===== src/rtl/alu_operand_stage.sv =====
// Execute-entry operand stage: captures decoded instructions, forms ALU operands
// with writeback forwarding, and buffers them in a main + skid pair for back-pressure.
module alu_operand_stage #(
  parameter int IDX_W = 4
) (
  input  logic             clk,
  input  logic             reset_n,
  input  logic             flush,
  input  logic             in_valid,
  output logic             in_ready,
  input  logic [2:0]       in_op,
  input  logic [IDX_W-1:0] in_rs_idx,
  input  logic [IDX_W-1:0] in_rt_idx,
  input  logic [IDX_W-1:0] in_rd_idx,
  input  logic [31:0]      in_rs_val,
  input  logic [31:0]      in_rt_val,
  input  logic [15:0]      in_imm,
  input  logic             in_use_imm,
  input  logic             in_imm_signed,
  input  logic             fwd_valid,
  input  logic [IDX_W-1:0] fwd_idx,
  input  logic [31:0]      fwd_data,
  output logic             out_valid,
  input  logic             out_ready,
  output logic [31:0]      out_a,
  output logic [31:0]      out_b,
  output logic [2:0]       out_op,
  output logic [IDX_W-1:0] out_rd_idx
);

  typedef struct packed {
    logic             valid;
    logic [2:0]       op;
    logic [31:0]      a;
    logic [31:0]      b;
    logic [IDX_W-1:0] rd_idx;
    logic [IDX_W-1:0] rs_idx;
    logic [IDX_W-1:0] rt_idx;
    logic             b_is_reg;
  } entry_t;

  entry_t main_q, skid_q;
  entry_t main_fwd, skid_fwd;
  entry_t cap;
  entry_t main_d, skid_d;

  logic        fwd_live;
  logic        rs_hit, rt_hit;
  logic [31:0] imm_ext;
  logic        accept, drain;

  assign fwd_live = fwd_valid && (fwd_idx != '0);
  assign rs_hit   = fwd_live && (fwd_idx == in_rs_idx);
  assign rt_hit   = fwd_live && (fwd_idx == in_rt_idx);
  assign imm_ext  = in_imm_signed ? {{16{in_imm[15]}}, in_imm} : {16'b0, in_imm};

  assign accept = in_valid && !skid_q.valid;
  assign drain  = main_q.valid && out_ready;

  // Operand formation for the incoming instruction; r0 always reads as zero.
  always_comb begin
    cap          = '0;
    cap.valid    = 1'b1;
    cap.op       = in_op;
    cap.rd_idx   = in_rd_idx;
    cap.rs_idx   = in_rs_idx;
    cap.rt_idx   = in_rt_idx;
    cap.b_is_reg = !in_use_imm;
    if (in_rs_idx == '0) cap.a = '0;
    else if (rs_hit)     cap.a = fwd_data;
    else                 cap.a = in_rs_val;
    if (in_use_imm)           cap.b = imm_ext;
    else if (in_rt_idx == '0) cap.b = '0;
    else if (rt_hit)          cap.b = fwd_data;
    else                      cap.b = in_rt_val;
  end

  // Held entries pick up writeback results so a stall never leaves stale operands.
  always_comb begin
    main_fwd = main_q;
    skid_fwd = skid_q;
    if (main_q.valid && fwd_live) begin
      if (fwd_idx == main_q.rs_idx)                   main_fwd.a = fwd_data;
      if (main_q.b_is_reg && fwd_idx == main_q.rt_idx) main_fwd.b = fwd_data;
    end
    if (skid_q.valid && fwd_live) begin
      if (fwd_idx == skid_q.rs_idx)                   skid_fwd.a = fwd_data;
      if (skid_q.b_is_reg && fwd_idx == skid_q.rt_idx) skid_fwd.b = fwd_data;
    end
  end

  always_comb begin
    main_d = main_fwd;
    skid_d = skid_fwd;
    if (flush) begin
      main_d.valid = 1'b0;
      skid_d.valid = 1'b0;
    end else if (drain && skid_q.valid) begin
      main_d       = skid_fwd;
      skid_d.valid = 1'b0;
    end else if (accept && (!main_q.valid || drain)) begin
      main_d = cap;
    end else if (accept) begin
      skid_d = cap;
    end else if (drain) begin
      main_d.valid = 1'b0;
    end
  end

  always_ff @(posedge clk or negedge reset_n) begin
    if (!reset_n) begin
      main_q <= '0;
      skid_q <= '0;
    end else begin
      main_q <= main_d;
      skid_q <= skid_d;
    end
  end

  // Ready depends only on the skid register, never on out_ready.
  assign in_ready   = !skid_q.valid;
  assign out_valid  = main_q.valid;
  assign out_a      = main_q.a;
  assign out_b      = main_q.b;
  assign out_op     = main_q.op;
  assign out_rd_idx = main_q.rd_idx;

endmodule


===== config.mk =====
export PLATFORM = sky130hd
export DESIGN_NAME = alu_operand_stage
export DESIGN_NICKNAME = d
export VERILOG_FILES = /design/src/rtl/alu_operand_stage.sv
export SDC_FILE = /design/constraint.sdc
export NUM_CORES = 1
export LEC_CHECK = 0
export CORE_ASPECT_RATIO = 0.5
export CORE_MARGIN = 2
export CORE_UTILIZATION = 35
export DETAILED_ROUTE_END_ITERATION = 10
export GPL_TIMING_DRIVEN = 0
export PLACE_DENSITY = 0.63
export SYNTH_ARGS = -nofsm -noshare
export SYNTH_HDL_FRONTEND = slang
export SYNTH_SLANG_ARGS = --single-unit

===== constraint.sdc =====
create_clock -name clk -period 1.95 [get_ports clk]
set_input_delay 0.39 -clock clk [delete_from_list [all_inputs] [get_ports clk]]
set_output_delay 0.39 -clock clk [all_outputs]
set_load 0.02 [all_outputs]

==> metrics.txt <==
status finished, final reports clean; Fmax achieved 518 MHz; endpoint arrival time on the critical path 2.24 ns; critical-path maximum fanout 10; FILL cells 2707; final core occ 0.495; starting utilization of the core area 0.360; area fraction of the dominant cell type after synthesis 0.383; Post-Route Setup TNS 0 ns; PwrDens 845 mW/mm^2; TritonRoute pass-1 iters 6; fraction of power consumed by sequential logic 0.396; predominant post-synthesis flop cell dfrtp_1; worst hold path class in2reg; switching share of total power 0.329; sum of net half-perimeters after detailed placement 28300 um; share of power burned in combinational logic 0.319; Mapped Avg Cell Area 9.59 sq um; cell types with the largest area share after synthesis dfrtp_1, mux2i_1, mux2_2; top cell family by delay on the critical path simple AND/OR/NAND/NOR gates; insertion delay to the later sink of the worst-skew pair 0.45 ns; crit path max-delay cell type nor4_2; level count of the clock H-tree 4; Yosys warning count 0; routed wire length per instance 22.6 um; net count after synthesis 1243; aggregate global routing overflow 0; post-synthesis to final-layout area growth 37.5%; number of vias per cell 5.85; P_int 0.00826 W; number of pins exceeding their max-slew limit in the final report 0; leading cell type by number of instances after synthesis nand2_1; cell row count 44; largest buffer count on any clock path 2; leading area contributor after synthesis dfrtp_1; Clock power frac 0.285; cell chain of the critical path xor2_1 -> nor4_2 -> nand4_2 -> buf_4 -> buf_6 -> mux2i_1 -> o221ai_1; part of the Yosys area used for sequential elements 0.383; post-synthesis instance area 0.0106 sq mm; Leakage 5.85 nW; count of flip-flops with a built-in enable after synthesis 0; cell depth of the worst flop-to-flop path 7; crit-path max cell delay 0.40 ns; antenna violations before repair 2; launch instance of the worst min-delay path in_rs_idx[0]; largest net degree at the start of global routing 105; global-route usage over all layers 0.243; wirelength, routed 39300 um; FF+latch count, synth 162; first-pass GRT wire length 60000 um; Sw Pwr 0.00404 W; vertical die dimension 127 um; final period demand of the worst path 1.93 ns; floorplan die width 250 um; overall die area 0.0317 sq mm; root cell of the clock tree clkbuf_16; highest ir drop seen on vdd 0.000647 V; input/output buffers 192; post-route DRC violation count 0; cell types with the highest counts after synthesis nand2_1, dfrtp_1, mux2i_1; setup repair after global routing missed its margin yes; Iter 0 DRT Violations 1098; synthesized instance count 1104; sinks on the clock net 162; end of the worst hold path skid_fwd[5]; Net count, final 1478; final estimated routing congestion in global placement 0.911; remaining antenna violation count 0; total power draw 0.0123 W; clock skew 0.0107 ns; nature of the critical path startpoint register; post-synthesis async set-or-reset flop share 1.00; Worst Path Required 2.26 ns; share of post-route cells with drive strength above 1 0.225; number of stages on the worst hold path 3; CTS tree built; vias after detailed routing 10200; FF-to-FF End out_a[4]; CTS buffer count 17; total I/O pin count 212; ratio of final minimum period to clock period 0.990; Core Box Area 0.0294 sq mm; normalized max-slew margin 0.530; Critical Path Sink Type register; number of global-route vias before repair 10400; classification of the worst setup path reg2reg; total count of hold-check failures in the final report 0; MaxCap Viol Count 0; Worst-Margin Slew 0.706 ns; CP Buf/Inv Count 2; count of cell types in the netlist 54; launch instance of the worst register-to-register path main_fwd[7]; worst reg-to-reg setup slack 0.02 ns; final setup violation count 0; CTS clk-pin slew, worst paths 0.06 ns
==> worst max-delay path by stage <==
stage / startpoint / cells past startpoint / end
after detailed placement: flush / 6 / out_a[23]
after CTS: out_valid / 6 / out_b[31]
after global routing: skid_fwd[3] / 6 / out_b[3]
after floorplan: out_valid / 8 / out_b[10]
after global placement: reset_n / 1 / out_b[7]
final: main_fwd[7] / 7 / out_a[4]
==> cell type report <==
cell class / count / area, sq um / share of cell area
Antenna cell: 2 / 5.00 / 0.000344
Buffer: 126 / 963 / 0.0662
Clock buffer: 20 / 447 / 0.0307
Clock inverter: 11 / 138 / 0.00946
Inverter: 16 / 60.1 / 0.00413
Multi-Input combinational cell: 799 / 6230 / 0.428
Sequential cell: 162 / 4060 / 0.279
Tap cell: 391 / 489 / 0.0336
Timing Repair Buffer: 217 / 2170 / 0.149
==> timing repair <==
item	in CTS	in global routing
gates resized for setup	147	75
buffers inserted	8	15
hold buffers	1	0
endpoints found under the setup margin	160	149
pin swaps	8	16
cloned	0	0
hold endpoints to repair	58	0
==> power by group through the flow <==
stage / clock network (W) / registers (W) / logic (W)
after CTS: 0.00354 / 0.00486 / 0.00380
after floorplan: 0 / 0.00513 / 0.00178
after global routing: 0.00369 / 0.00496 / 0.00420
final: 0.00351 / 0.00487 / 0.00392
after global placement: 0 / 0.00488 / 0.00358
after detailed placement: 0 / 0.00491 / 0.00368
==> cell usage in the layout (no fill, tap or decap), types with 15 or more instances in the layout <==
cell type        netlist  final
clkbuf_1              69     24
o22ai_1               32     32
inv_1                 16     16
buf_4                 21     41
clkbuf_16              0     17
mux2_2                73     73
nand2_1              207    204
dfrtp_1              162    161
clkbuf_2               0     22
o221ai_1              33     33
o2111ai_1             16     16
clkdlybuf4s50_1        0    181
nand3_1               65     64
buf_6                 14     24
and3_1                31     31
o211ai_1              15     15
clkbuf_4               0     17
a21oi_1               17     15
mux2i_1              144    134
a32oi_1               31     31
==> kinds of logic after synthesis <==
logic type                Yosys count  share of synthesized area
buffers and inverters             143                     0.0703
muxes                             223                      0.220
AOI/OAI and AO/OA                 215                      0.161
DFF                               162                      0.383
xor gates and xnor gates           24                     0.0199
and+or+nand+nor                   337                      0.145
==> through the flow <==
stage | std cells | hold slack (ns) | cell area [sq um] | worst slack [ns]
after floorplan | 1104 | 0.0944 | 10600 | 0.0188
after global placement | 1687 | 0.460 | 13000 | -6.46
after detailed placement | 1688 | 0.364 | 13000 | -1.22
after CTS | 1727 | 0.345 | 14100 | -0.0443
after global routing | 1744 | 0.286 | 14600 | -0.0298
final | 1744 | 0.265 | 14600 | 0.0194
==> metal layers <==
metal | track usage | wire [um]
met4 | 0.107 | 1430
met1 | 0.312 | 16500
met2 | 0.400 | 18800
met5 | 0 | 0
met3 | 0.0489 | 2590
==> worst reg2reg max path: cells and delay by family, from the launching register on <==
| kind | cells | cell delay (ns) |
|---|---|---|
| xor gates and xnor gates | 1 | 0.18 |
| DFF | 1 | 0.39 |
| AOI/OAI and AO/OA | 1 | 0.13 |
| buffers and inverters | 2 | 0.37 |
| and+or+nand+nor | 2 | 0.53 |
| muxes | 1 | 0.19 |
==> registers in the layout, indices dropped and copies added, names as in the netlist <==
signal,flops
out_a,32
out_b,32
out_rd_idx,4
skid_q,64
main_fwd,9
skid_fwd,17
out_op,3
out_valid,1
Power figures use the tool's default switching activity.
